==> src/rtl/uart_pkg.sv <==
// Shared definitions for the 8N1 UART receive and transmit paths.
package uart_pkg;

  typedef enum logic [1:0] {
    IDLE,
    START,
    DATA,
    STOP
  } uart_state_t;

  localparam int OS       = 16;
  localparam int SAMPLE_A = 7;
  localparam int SAMPLE_B = 8;
  localparam int SAMPLE_C = 9;
  localparam int DATA_W   = 8;

  function automatic logic majority3(input logic a, input logic b, input logic c);
    return (a & b) | (a & c) | (b & c);
  endfunction

endpackage

==> src/rtl/uart_rx_os16_if.sv <==
// Consumer-side signal bundle of the oversampling UART receiver.
interface uart_rx_os16_if;
  import uart_pkg::*;

  logic              rx;
  logic              rdy_clr;
  logic [DATA_W-1:0] dout;
  logic              rdy;
  logic              ferr;
  logic              overrun;
  logic              busy;

  modport master (
    output rx, rdy_clr,
    input  dout, rdy, ferr, overrun, busy
  );

  modport slave (
    input  rx, rdy_clr,
    output dout, rdy, ferr, overrun, busy
  );

endinterface

==> src/rtl/uart_baud_tick.sv <==
// One-cycle tick every DIV clocks; restart re-aligns the phase to the caller's event.
module uart_baud_tick #(
  parameter int DIV = 27
) (
  input  logic clk,
  input  logic rst,
  input  logic restart,
  output logic tick
);

  localparam int W = (DIV > 1) ? $clog2(DIV) : 1;
  localparam logic [W-1:0] LAST = W'(DIV - 1);

  logic [W-1:0] cnt;

  always_ff @(posedge clk or posedge rst) begin
    if (rst) begin
      cnt <= '0;
    end else if (restart || cnt == LAST) begin
      cnt <= '0;
    end else begin
      cnt <= cnt + 1'b1;
    end
  end

  assign tick = (cnt == LAST) && !restart;

endmodule

==> src/rtl/uart_rx_os16.sv <==
// 8N1 UART receiver with 16x oversampling, 3-sample majority vote and sticky status flags.
module uart_rx_os16
  import uart_pkg::*;
#(
  parameter int CLK_FREQ = 50_000_000,
  parameter int BAUD     = 115200
) (
  input logic           clk,
  input logic           rst,
  uart_rx_os16_if.slave bus
);

  localparam int DIV = CLK_FREQ / (BAUD * OS);

  localparam logic [3:0] SC_A   = 4'(SAMPLE_A);
  localparam logic [3:0] SC_B   = 4'(SAMPLE_B);
  localparam logic [3:0] SC_MID = 4'(SAMPLE_C);
  localparam logic [3:0] SC_END = 4'(OS - 1);
  localparam logic [2:0] LAST_BIT = 3'(DATA_W - 1);

  uart_state_t       state;
  logic              rx_meta;
  logic              rx_s;
  logic              rx_prev;
  logic              armed;
  logic [3:0]        sc;
  logic [2:0]        bit_cnt;
  logic [DATA_W-1:0] shreg;
  logic              samp_a;
  logic              samp_b;
  logic [DATA_W-1:0] dout_r;
  logic              rdy_r;
  logic              ferr_r;
  logic              overrun_r;
  logic              busy_r;
  logic              tick;
  logic              start_edge;
  logic              bit_val;

  always_ff @(posedge clk or posedge rst) begin
    if (rst) begin
      rx_meta <= 1'b1;
      rx_s    <= 1'b1;
      rx_prev <= 1'b1;
    end else begin
      rx_meta <= bus.rx;
      rx_s    <= rx_meta;
      rx_prev <= rx_s;
    end
  end

  // A start is only accepted once the line has been seen idle, which keeps a held-low break to one byte.
  assign start_edge = (state == IDLE) && armed && rx_prev && !rx_s;
  assign bit_val    = majority3(samp_a, samp_b, rx_s);

  uart_baud_tick #(.DIV(DIV)) u_tick (
    .clk     (clk),
    .rst     (rst),
    .restart (start_edge),
    .tick    (tick)
  );

  always_ff @(posedge clk or posedge rst) begin
    if (rst) begin
      state     <= IDLE;
      armed     <= 1'b0;
      sc        <= '0;
      bit_cnt   <= '0;
      shreg     <= '0;
      samp_a    <= 1'b0;
      samp_b    <= 1'b0;
      dout_r    <= '0;
      rdy_r     <= 1'b0;
      ferr_r    <= 1'b0;
      overrun_r <= 1'b0;
      busy_r    <= 1'b0;
    end else begin
      if (bus.rdy_clr) begin
        rdy_r     <= 1'b0;
        ferr_r    <= 1'b0;
        overrun_r <= 1'b0;
      end
      case (state)
        IDLE: begin
          if (rx_s) armed <= 1'b1;
          if (start_edge) begin
            state  <= START;
            sc     <= '0;
            busy_r <= 1'b1;
          end
        end
        default: begin
          if (tick) begin
            sc <= sc + 4'd1;
            if (sc == SC_A) samp_a <= rx_s;
            if (sc == SC_B) samp_b <= rx_s;
            case (state)
              START: begin
                if (sc == SC_MID && bit_val) begin
                  state  <= IDLE;
                  busy_r <= 1'b0;
                end else if (sc == SC_END) begin
                  state   <= DATA;
                  bit_cnt <= '0;
                end
              end
              DATA: begin
                if (sc == SC_MID) shreg <= {bit_val, shreg[DATA_W-1:1]};
                if (sc == SC_END) begin
                  if (bit_cnt == LAST_BIT) state <= STOP;
                  else bit_cnt <= bit_cnt + 3'd1;
                end
              end
              STOP: begin
                // Leave mid stop bit so the next start edge is never missed.
                if (sc == SC_MID) begin
                  state  <= IDLE;
                  busy_r <= 1'b0;
                  if (!bit_val) armed <= 1'b0;
                  if (!rdy_r || bus.rdy_clr) begin
                    dout_r    <= shreg;
                    rdy_r     <= 1'b1;
                    ferr_r    <= !bit_val;
                    overrun_r <= bus.rdy_clr ? 1'b0 : overrun_r;
                  end else begin
                    overrun_r <= 1'b1;
                  end
                end
              end
              default: ;
            endcase
          end
        end
      endcase
    end
  end

  assign bus.dout    = dout_r;
  assign bus.rdy     = rdy_r;
  assign bus.ferr    = ferr_r;
  assign bus.overrun = overrun_r;
  assign bus.busy    = busy_r;

endmodule

==> src/flat_wrapper.sv <==
// flat-port wrapper written by rule: the top's interface ports become plain ports
module uart_rx_os16_flat import uart_pkg::*;
#(
  parameter int CLK_FREQ = 50_000_000,
  parameter int BAUD     = 115200
)
  (clk, rst, bus_rx, bus_rdy_clr, bus_dout, bus_rdy, bus_ferr, bus_overrun, bus_busy);
  uart_rx_os16_if bus_i ();
  input logic clk;
  input logic rst;
  input wire logic [$bits(bus_i.rx)-1:0] bus_rx;
  input wire logic [$bits(bus_i.rdy_clr)-1:0] bus_rdy_clr;
  output wire logic [$bits(bus_i.dout)-1:0] bus_dout;
  output wire logic [$bits(bus_i.rdy)-1:0] bus_rdy;
  output wire logic [$bits(bus_i.ferr)-1:0] bus_ferr;
  output wire logic [$bits(bus_i.overrun)-1:0] bus_overrun;
  output wire logic [$bits(bus_i.busy)-1:0] bus_busy;
  assign bus_i.rx = bus_rx;
  assign bus_i.rdy_clr = bus_rdy_clr;
  assign bus_dout = bus_i.dout;
  assign bus_rdy = bus_i.rdy;
  assign bus_ferr = bus_i.ferr;
  assign bus_overrun = bus_i.overrun;
  assign bus_busy = bus_i.busy;
  uart_rx_os16 #(.CLK_FREQ(CLK_FREQ), .BAUD(BAUD)) u_core (.clk(clk), .rst(rst), .bus(bus_i));
endmodule
==> config.mk <==
export PLATFORM = sky130hd
export DESIGN_NAME = uart_rx_os16_flat
export DESIGN_NICKNAME = d
export VERILOG_FILES = /design/src/rtl/uart_pkg.sv /design/src/rtl/uart_rx_os16_if.sv /design/src/rtl/uart_baud_tick.sv /design/src/rtl/uart_rx_os16.sv /design/src/flat_wrapper.sv
export SDC_FILE = /design/constraint.sdc
export NUM_CORES = 1
export LEC_CHECK = 0
export BUFFER_PORTS_ARGS = -buffer_cell sky130_fd_sc_hd__clkbuf_2
export CORE_MARGIN = 2
export CORE_UTILIZATION = 45
export DETAILED_ROUTE_END_ITERATION = 10
export SYNTH_ARGS = -nofsm -noshare
export SYNTH_HDL_FRONTEND = slang
export SYNTH_HIERARCHICAL = 1
export SYNTH_SLANG_ARGS = --single-unit
export TNS_END_PERCENT = 50
==> constraint.sdc <==
create_clock -name clk -period 2.8 [get_ports clk]
set_clock_uncertainty 0.05 [all_clocks]
set_input_delay 0.28 -clock clk [delete_from_list [all_inputs] [get_ports clk]]
set_output_delay 0.28 -clock clk [all_outputs]
set_load 0.02 [all_outputs]
Word level (Yosys, flattened, before mapping)

Index checks and enable logic that the tools add are counted.

Bitwise gates (word level): 6
Add/sub/neg operators: 3
Equality and inequality tests: 21
Muxes and demuxes: 48
Reduce and logical (&&, ||, !) cells: 27

Operators with widths:

| kind                                                   | count |
|---|---|
| two-way mux 1 bit                                      | 29 |
| two-way mux 2 bit                                      | 8 |
| AND reduction 5 bit                                    | 3 |
| AND reduction 7 bit                                    | 2 |
| == test 4 bit (second input constant)                  | 3 |
| two-way mux 3 bit                                      | 4 |
| two-way mux 4 bit                                      | 3 |
| inequality test 3 x 1 -> 1 bit (second input constant) | 4 |
| inequality test 2 bit (second input constant)          | 4 |
| nonzero test 2 bit                                     | 4 |
| inequality test 2 x 1 -> 1 bit (second input constant) | 3 |
| one-hot mux 2 bit (3 select lines)                     | 1 |
| one-hot mux 3 bit (2 select lines)                     | 1 |
| AND reduction 3 bit                                    | 2 |
| adder 5 x 1 -> 5 bit (second input constant)           | 1 |
| == test 5 bit (second input constant)                  | 1 |
| logical AND 1 bit                                      | 5 |
| two-way mux 5 bit                                      | 1 |
| adder 4 x 1 -> 4 bit (second input constant)           | 1 |
| == test 2 bit (second input constant)                  | 2 |
| == test 4 x 3 -> 1 bit (second input constant)         | 1 |
| zero test 1 bit                                        | 4 |
| inequality test 4 x 1 -> 1 bit (second input constant) | 1 |
| AND reduction 4 bit                                    | 1 |
| 12 further kinds                                       | 16 |

Word-level logic and storage cells: 121
Output and inout bits: 12
Bits in registers: 40
Input bits: 4

Longest topological paths before layout

Gate-level depths: netlist of run 1.

Depth after elaboration: 9
Gate-level depth with buffers: 11
Depth with buffers taken out: 8

Modules after synthesis

Netlist of run 1, hierarchy kept.

By module, submodules not included:

| module         | seq. area each (um2) | times used | area each (um2) | cells an instance |
|---|---|---|---|---|
| uart_rx_os16   | 879.6                | 1          | 1,721.7         | 140 |
| uart_baud_tick | 125.1                | 1          | 279.0           | 24 |

Least setup slack after synthesis of run 1

Ideal clock, no wire load.

Path kind: register to register
From: register u_core.state[0]
To: register u_core.shreg[0]
Period minus slack after synthesis: 2.603 ns
Stages on the path, launching flop included: 12
Library setup time: 0.125 ns
Arrival: 2.429 ns
Data required time: 2.625 ns
Buffers on the path: 4
Slack: 0.197 ns
Cell sequence: dfrtp_1 > inv_1 > ha_1 > buf_4 > and4b_1 > buf_2 > nor2b_1 > nor2b_1 > buf_2 > and3_1 > buf_6 > mux2_2

Cells in the longest elaborated chain, start to end: 7
Elaborated cells between the ends (all ways): 9
Those cells by class: eq/ne (1); bitwise (1); reduce/logical (7)

Ends and longest elaborated chain:

| what                            | line                 | source |
|---|---|---|
| start: declaration              | uart_rx_os16.sv:21   | `uart_state_t state;` |
| start signal: assignment        | uart_rx_os16.sv:65   | `state <= IDLE;` |
| start signal: assignment        | uart_rx_os16.sv:87   | `state <= START;` |
| start signal: assignment        | uart_rx_os16.sv:100  | `state <= IDLE;` |
| zero test 2 bit                 | uart_rx_os16.sv:53   | `assign start_edge = (state == IDLE) && armed && rx_prev && !rx_s;` |
| logical AND 1 bit (3 in series) | uart_rx_os16.sv:53   |  |
| via u_core.start_edge           | uart_rx_os16.sv:37   | `logic start_edge;` |
| zero test 1 bit                 | uart_baud_tick.sv:26 | `assign tick = (cnt == LAST) && !restart;` |
| logical AND 1 bit               | uart_baud_tick.sv:26 |  |
| via u_core.tick                 | uart_rx_os16.sv:36   | `logic tick;` |
| AND reduction 4 bit (no line)   | -                    |  |
| end signal: assignment          | uart_rx_os16.sv:108  | `if (sc == SC_MID) shreg <= {bit_val, shreg[DATA_W-1:1]};` |
| end: declaration                | uart_rx_os16.sv:28   | `logic [DATA_W-1:0] shreg;` |

The timed path passes the listed nets, and every way through them passes these cells.
A chain may end at the register's enable or synchronous reset.

Worst setup path in the final report of run 1

From: register u_core.u_tick.cnt[0]
To: register u_core.dout_r[7] (netlist: u_core/bus.dout[7])

Cells in the longest elaborated chain, start to end: 3

Ends and longest elaborated chain:

| what                          | line                 | source |
|---|---|---|
| start: declaration            | uart_baud_tick.sv:14 | `logic [W-1:0] cnt;` |
| start signal: assignment      | uart_baud_tick.sv:22 | `cnt <= cnt + 1'b1;` |
| == test 5 bit                 | uart_baud_tick.sv:26 |  |
| logical AND 1 bit             | uart_baud_tick.sv:26 |  |
| via u_core.tick               | uart_rx_os16.sv:36   |  |
| AND reduction 5 bit (no line) | -                    |  |
| end signal: assignment        | uart_rx_os16.sv:121  | `dout_r <= shreg;` |
| end: declaration              | uart_rx_os16.sv:31   | `logic [DATA_W-1:0] dout_r;` |

The timed path passes the listed nets, and every way through them passes these cells.

==> results of run 1 <==
[layer usage]
layer	vias to the layer above	wire length, um	global-route usage
met2	20	1750	0.266
met5	-	0	0
met4	0	57	0.0608
li1	627	-	-
met1	638	1650	0.205
met3	9	114	0.0399
[power by group]
group	switching [W]	total [W]	internal [W]	leakage [nW]
sequential	0.0000762	0.000719	0.000643	0.531
clock	0.000208	0.000499	0.000292	0.0614
combinational	0.000161	0.000289	0.000128	0.535
[worst paths after layout]
check                                     start                    to  slack (ns)  cells after the start
max                        u_core/u_tick/cnt[0]    u_core/bus.dout[7]        0.39                      8
min                                 bus_rdy_clr        u_core/bus.rdy        0.14                      2
min reg2reg                      u_core/rx_meta           u_core/rx_s        0.32                      0
max in group asynchronous                   rst        u_core/rx_meta        1.79                      4
max reg2reg                u_core/u_tick/cnt[0]    u_core/bus.dout[7]        0.39                      8
min in group asynchronous                   rst  u_core/u_tick/cnt[1]        0.36                      3
[area by class of cell]
cell class | instances | area, um^2 | area share
clock buffers | 6 | 82.6 | 0.0364
multi-input cells | 102 | 885 | 0.390
clock inverters | 2 | 38.8 | 0.0171
flip-flops and latches | 40 | 1000 | 0.443
inverters | 16 | 60.1 | 0.0265
repair buffers | 22 | 133 | 0.0585
well taps | 52 | 65.1 | 0.0287
[through the flow]
step	power, W	hold slack, ns	cell area [um^2]	cells
2_1_floorplan	0.000935	0.00852	2000	164
3_3_place_gp	0.000998	0.127	2130	230
3_5_place_dp	0.00101	0.128	2130	230
4_1_cts	0.00152	0.00659	2260	239
5_1_grt	0.00160	0.163	2270	240
6_report	0.00151	0.145	2270	240
[cells in the final DEF (no fill, tap or decap), types with 4 or more instances in the layout]
| master | instances |
|---|---|
| nand2_1 | 5 |
| clkbuf_8 | 6 |
| buf_4 | 5 |
| inv_1 | 16 |
| a21oi_1 | 7 |
| o21ai_0 | 5 |
| clkbuf_2 | 15 |
| nor2_1 | 6 |
| dfrtp_1 | 37 |
| mux2_2 | 19 |
| nor3_1 | 4 |
| ha_1 | 11 |
[sequential cells by signal, summed over array words and instances (netlist names)]
signal and flops:
u_core/bus.dout 8, u_core/samp_a 1, u_core/rx_s 1, u_core/bus.overrun 1, u_core/armed 1, u_core/state 2
u_core/rx_prev 1, u_core/u_tick/cnt 5, u_core/rx_meta 1, u_core/samp_b 1, u_core/sc 4, u_core/bit_cnt 3
u_core/bus.busy 1, u_core/bus.rdy 1, u_core/shreg 8, u_core/bus.ferr 1
[cell families after synthesis]
family,share of synthesized area
AO/OA/AOI/OAI,0.103
AND/OR/NAND/NOR,0.134
XOR/XNOR,0.00876
adder cells (fa/ha/maj),0.0744
multiplexers,0.122
buffers and inverters,0.0557
flip-flops,0.502
[worst reg2reg max path, delay by kind of cell, from the launching register on]
| kind | cells | cell delay, ns |
|---|---|---|
| buffers and inverters | 2 | 0.26 |
| and+or+nand+nor | 3 | 0.70 |
| muxes | 1 | 0.38 |
| adders and majority gates | 1 | 0.14 |
| AOI/OAI and AO/OA | 1 | 0.31 |
| DFF | 1 | 0.44 |
==> impl_metrics.json, run 1 <==
{
  "outcome": "complete, no violations",
  "postRouteWirelength_um": 3570,
  "wl_per_cell_um": 14.9,
  "synth_area_leader_cell": "dfrtp_1",
  "fp.dieH_um": 70.7,
  "cp.arrival_ns": 2.53,
  "grt.total_usage": 0.161,
  "nNetsFinal": 202,
  "leakage_nw": 1.13,
  "synth_edf_count": 0,
  "yosys.area.top_type_share": 0.463,
  "cpPeakStageDelay_ns": 0.44,
  "io_buffers": 15,
  "synth_nets": 179,
  "crit_buf_inv": 2,
  "setup_viol": 0,
  "postLayoutSetupSlackWorst_ns": 0.389,
  "diodes": 0,
  "async_reset_ff_frac": 1.00,
  "post-place-ws_ns": 0.434,
  "ys_ff_latch": 40,
  "crit_chain": "inv_1 -> ha_1 -> and4b_1 -> nor2b_1 -> buf_4 -> nand4_4 -> a21oi_4 -> mux2_2",
  "crit_slowest_cell": "dfrtp_1",
  "tritoncts": "built",
  "ys.flop_type": "dfrtp_1",
  "yosysMostFrequentCell": "dfrtp_1",
  "io_pins": 16,
  "synth_area_leaders": "dfrtp_1 46%, mux2_2 11%, ha_1 6.9%",
  "synthCells": 164,
  "dieArea_mm2": 0.00499,
  "maxSlewViolCount": 0,
  "die_w_um": 70.7,
  "final_core_util": 0.525,
  "syn-cell-area_mm2": 0.00200,
  "dp_hpwl_um": 2600,
  "clk_pin_slew_ns": 0.08,
  "peakVddDrop_uv": 324,
  "ys_warn_count": 6,
  "cts_buffers": 5,
  "drive_gt1_frac": 0.324,
  "max_slew_margin": 0.706,
  "grt_antenna_before_repair": 0,
  "fillers": 412,
  "grt_pass1_wl_um": 6300,
  "first_global_vias": 1345,
  "hold_violations": 0,
  "max_cap_viol_count": 0,
  "powerDensity_mw_per_mm2": 665,
  "drt_iter0_drc": 46,
  "gp_congestion": 0.780,
  "dr.pass1.iters": 4,
  "htreeDepth": 2,
  "cts.sinks": 40,
  "syn2layout_area_growth_pct": 13.4,
  "coreArea_mm2": 0.00432,
  "worst-endpoint-required_ns": 2.92,
  "via_per_inst": 5.39,
  "cts_setup_buffers": 0,
  "synth_common_cells": "37 x dfrtp_1, 19 x mux2_2, 16 x inv_1",
  "cts_buffer_depth": 2,
  "grt_max_degree": 36,
  "period_needed_ns": 2.41,
  "path_max_fanout": 9,
  "drc_errors": 0,
  "synthDistinctLibCells": 42,
  "initial_core_util": 0.463,
  "hold_path.class": "primary input to flip-flop",
  "ant_nets": 0,
  "rows": 24,
  "cp_top_family": "simple AND/OR/NAND/NOR gates",
  "clockRootBuffer": "clkbuf_8",
  "worst_pin_slew_ns": 0.441,
  "clk_latency_ns": 0.29,
  "rsz0062_at_grt": "no",
  "avgSynthCellArea_um2": 12.2,
  "hold_buffers": 1,
  "fmax_mhz": 415,
  "ctsResizeCount": 0,
  "fin_setup_tns_ns": 0,
  "worstSetupPathType": "flip-flop to flip-flop",
  "vias": 1294,
  "crit_path_start_kind": "flip-flop",
  "overflow": 0,
  "fin_crit_sh": 0.861,
  "ys_seq_area_frac": 0.502,
  "end_kind": "flip-flop"
}
(Power assumes the default switching activity.)
==> run 2, diff against run 1 <==
Settings changed: REMOVE_ABC_BUFFERS set to 1.
==> run 2 against run 1 <==
Compared with the run above:
- critical path depth down 1
- sequential share of layout area up 0.82 points
- wire length down 2.4%
- critical path type unchanged
- largest cell class unchanged
- largest power group unchanged
- highest routed layer unchanged
==> impl_metrics.json, run 2 (synthesis gave the netlist of run 1 again) <==
{
  "outcome": "complete, no violations",
  "max_cap_viol_count": 0,
  "cts_buffers": 5,
  "grt_max_degree": 36,
  "crit_buf_inv": 1,
  "dp.cells": 230,
  "hold_buffers": 1,
  "gp_congestion": 0.819,
  "layout_common_cells": "37 x dfrtp_1, 19 x mux2_2, 16 x inv_1",
  "postRouteWirelength_um": 3490,
  "worst_pin_slew_ns": 0.451,
  "drc_errors": 0,
  "dr.pass1.iters": 4,
  "peakVddDrop_uv": 437,
  "rsz0062_at_grt": "no",
  "via_per_inst": 5.28,
  "coreArea_mm2": 0.00432,
  "cp_common_cell": "nor2b_1",
  "final-seq-area_mm2": 0.00100,
  "cp.arrival_ns": 2.57,
  "powerDensity_mw_per_mm2": 627,
  "first_global_vias": 1351,
  "maxSlewViolCount": 0,
  "ant_nets": 0,
  "setup_viol": 0,
  "final_cell_count_no_fill": 239,
  "path_max_fanout": 8,
  "nNetsFinal": 201,
  "crit_chain": "inv_1 -> ha_1 -> and4b_1 -> nor2b_1 -> nor2b_1 -> and3_1 -> mux2_2",
  "fin_crit_sh": 0.875,
  "grt_pass1_wl_um": 6130,
  "clk_pin_slew_ns": 0.07,
  "rows": 24,
  "wl_per_cell_um": 14.6,
  "max_slew_margin": 0.700,
  "vias": 1263,
  "dpl_cell_area_mm2": 0.00213,
  "overflow": 0,
  "drt_iter0_drc": 86,
  "dp_hpwl_um": 2530,
  "fillers": 397,
  "multi_input_area_um2": 885,
  "diodes": 0,
  "cts.sinks": 40,
  "die_w_um": 70.7,
  "leakage_nw": 1.11,
  "fmax_mhz": 408,
  "io_buffers": 15,
  "cts_setup_buffers": 0,
  "hold_path.class": "primary input to flip-flop",
  "crit_path_start_kind": "flip-flop",
  "cp_top_family": "simple AND/OR/NAND/NOR gates",
  "end_kind": "flip-flop",
  "tritoncts": "built",
  "worstSetupPathType": "flip-flop to flip-flop",
  "worst-endpoint-required_ns": 2.92,
  "rrSetupSlack_ns": 0.35,
  "fp.dieH_um": 70.7,
  "clk_latency_ns": 0.28,
  "syn2layout_area_growth_pct": 11.3,
  "clockRootBuffer": "clkbuf_8",
  "dieArea_mm2": 0.00499,
  "cpPeakStageDelay_ns": 0.43,
  "grt.total_usage": 0.153,
  "final_common_cell": "dfrtp_1",
  "io_pins": 16,
  "ctsResizeCount": 0,
  "period_needed_ns": 2.45,
  "drive_gt1_frac": 0.316,
  "htreeDepth": 2,
  "hold_violations": 0,
  "cts_buffer_depth": 2,
  "design_area_mm2": 0.00223,
  "grt_antenna_before_repair": 0,
  "initial_core_util": 0.463,
  "crit_slowest_cell": "and3_1"
}
-- run 2: changes by cell type in the layout (fill, tap and decap cells not counted), sizes merged --
cell	change
bufinv	-1
clkbuf	+2
dlygate4sd3	-1
clkinv	-1
-- run 2: stage by stage --
stage	utilization	setup TNS (ns)	total power (W)	hold slack, ns	setup WS [ns]
floorplan	-	-0.0575	0.000934	0.00852	-0.00719
global placement	0.492	0	0.000993	0.126	0.448
detailed placement	0.492	0	0.00102	0.131	0.328
CTS	0.515	0	0.00141	0.0140	0.331
global route	0.515	0	0.00148	0.0281	0.178
finish	0.515	0	0.00140	0.0264	0.349
-- run 2: worst paths after layout --
path,startpoint,to,cells past startpoint
worst min-delay path,bus_rx,u_core/rx_meta,1
min in group asynchronous,rst,u_core/u_tick/cnt[4],3
worst max register to register,u_core/u_tick/cnt[0],u_core/shreg[3],7
worst max-delay path,u_core/u_tick/cnt[0],u_core/shreg[3],7
max in group asynchronous,rst,u_core/rx_s,4
worst min register to register,u_core/rx_meta,u_core/rx_s,0
-- run 2: final cells by class --
cell class,count,area share
repair buffers,21,0.0551
clock buffers,8,0.0404
multi-input cells,102,0.397
well taps,52,0.0292
inverters,16,0.0270
flip-flops and latches,40,0.451
-- run 2: power by group --
| part | leakage (nW) | internal [W] | switching [W] |
|---|---|---|---|
| sequential | 0.531 | 0.000643 | 0.0000747 |
| clock | 0.0455 | 0.000201 | 0.000184 |
| combinational | 0.530 | 0.000128 | 0.000164 |
| total | 1.11 | 0.000973 | 0.000423 |
-- run 2: layer usage --
layer / global-route usage / wire, um / vias up
met2: 0.255 / 1740 / 12
li1: - / - / 622
met4: 0.0587 / 23 / 0
met3: 0.0299 / 77 / 2
met5: 0 / 0 / -
met1: 0.198 / 1650 / 627
==> run 3, diff against run 2 <==
Settings changed: HOLD_SLACK_MARGIN set to 0.12.
==> run 3 against run 2 <==
Compared with the run above:
- power up 0.13%
- die area unchanged
- sequential share of layout area down 0.20 points
- design area up 0.45%
- combinational power about the same
- critical path type unchanged
- critical endpoint unchanged
- largest cell class unchanged
==> impl_metrics.json, run 3 (synthesis gave the netlist of run 1 again) <==
{
  "worstSetupPathType": "flip-flop to flip-flop",
  "dp_hpwl_um": 2530,
  "io_buffers": 15,
  "die_w_um": 70.7,
  "hold_start": "bus_rdy_clr",
  "path_max_fanout": 8,
  "crit_slowest_cell": "dfrtp_1",
  "crit_start": "u_core/u_tick/cnt[0]",
  "ctsResizeCount": 0,
  "cts_buffers": 5,
  "period_needed_ns": 2.45,
  "design_area_mm2": 0.00224,
  "diodes": 0,
  "final_core_util": 0.517,
  "clk_pin_slew_ns": 0.08,
  "ant_nets": 0,
  "layout_common_cells": "37 x dfrtp_1, 19 x mux2_2, 16 x inv_1",
  "first_global_vias": 1363,
  "powerDensity_mw_per_mm2": 625,
  "worst-endpoint-required_ns": 2.92,
  "rows": 24,
  "io_pins": 16,
  "via_per_inst": 5.32,
  "cpPeakStageDelay_ns": 0.42,
  "crit_chain": "inv_1 -> ha_1 -> and4b_1 -> nor2b_1 -> nor2b_1 -> and3_1 -> mux2_2",
  "nNetsFinal": 202,
  "worst_r2r_path_depth": 7,
  "grt_antenna_before_repair": 0,
  "hold_violations": 0,
  "crit_buf_inv": 1,
  "cp.arrival_ns": 2.57,
  "fp.dieH_um": 70.7,
  "end_kind": "flip-flop",
  "initial_core_util": 0.463,
  "drive_gt1_frac": 0.314,
  "dpl_cell_area_mm2": 0.00213,
  "rrSetupSlack_ns": 0.35,
  "coreArea_mm2": 0.00432,
  "leakage_nw": 1.11,
  "peakVddDrop_uv": 437,
  "grt.total_usage": 0.153,
  "fillers": 396,
  "cts_setup_buffers": 0,
  "rsz0062_at_grt": "no",
  "clk_latency_ns": 0.28,
  "reg2reg_from": "u_core/u_tick/cnt[0]",
  "final_common_cell": "dfrtp_1",
  "hold_path.class": "primary input to flip-flop",
  "drc_errors": 0,
  "grt_max_degree": 36,
  "postRouteWirelength_um": 3510,
  "fmax_mhz": 408,
  "syn2layout_area_growth_pct": 11.8,
  "cts_buffer_depth": 2,
  "vias": 1276,
  "drt_iter0_drc": 82,
  "dr.pass1.iters": 4,
  "post-place-ws_ns": 0.328,
  "gp_congestion": 0.819,
  "setup.worst_path.end": "u_core/shreg[3]",
  "max_cap_viol_count": 0,
  "cp_common_cell": "nor2b_1",
  "dieArea_mm2": 0.00499,
  "setup_viol": 0,
  "final-seq-area_mm2": 0.00100,
  "htreeDepth": 2,
  "hold_buffers": 2,
  "worstReg2RegEnd": "u_core/shreg[3]",
  "wl_per_cell_um": 14.6,
  "maxSlewViolCount": 0,
  "postLayoutSetupSlackWorst_ns": 0.351,
  "outcome": "complete, no violations",
  "cp_top_family": "simple AND/OR/NAND/NOR gates",
  "max_slew_margin": 0.699,
  "tritoncts": "built",
  "worst_pin_slew_ns": 0.451,
  "cts.sinks": 40,
  "grt_pass1_wl_um": 6160,
  "fin_crit_sh": 0.875,
  "clockRootBuffer": "clkbuf_8",
  "multi_input_area_um2": 885,
  "cp.depth": 7,
  "crit_path_start_kind": "flip-flop",
  "overflow": 0
}
[run 3: cell count changes in the layout (fill, tap and decap cells not counted)]
cell,before,now
dlygate4sd3_1,1,2
[run 3: worst register-to-register path, cell delays in order, from the launching register on]
cell and delay [ns]:
dfrtp_1 0.42, inv_1 0.08, ha_1 0.14, and4b_1 0.33, nor2b_1 0.20, nor2b_1 0.30
and3_1 0.43, mux2_2 0.39
[run 3: routing by layer]
metal | global-route usage | wire length, um | share of wire
met5 | 0 | 0 | 0
met4 | 0.0587 | 23 | 0.0066
met3 | 0.0299 | 73 | 0.021
met2 | 0.257 | 1740 | 0.50
met1 | 0.198 | 1670 | 0.48
[run 3: cell type report]
| cell class | count | share of cell area |
|---|---|---|
| repair buffers | 22 | 0.0593 |
| well taps | 52 | 0.0291 |
| multi-input cells | 102 | 0.395 |
| flip-flops and latches | 40 | 0.449 |
| clock buffers | 8 | 0.0403 |
| inverters | 16 | 0.0268 |
[run 3: how the worst min path moves through the flow]
stage	end	cells past startpoint
after global placement	u_core/u_tick/cnt[4]	2
final	u_core/bus.rdy	2
after floorplan	u_core/u_tick/cnt[0]	1
after CTS	u_core/bus.rdy	2
after global routing	u_core/bus.rdy	2
after detailed placement	u_core/u_tick/cnt[3]	2
[run 3: where the power goes]
group / internal, W / switching (W) / leakage, nW
clock network: 0.000201 / 0.000185 / 0.0455
registers: 0.000643 / 0.0000749 / 0.531
logic: 0.000129 / 0.000164 / 0.535
[run 3: stage by stage]
step	power (W)	hold WS, ns	std cells	setup TNS [ns]
after floorplan	0.000934	0.00852	158	-0.0575
after global placement	0.000993	0.126	230	0
after detailed placement	0.00102	0.131	230	0
after CTS	0.00141	0.188	240	0
after global routing	0.00148	0.198	240	0
final	0.00140	0.192	240	0
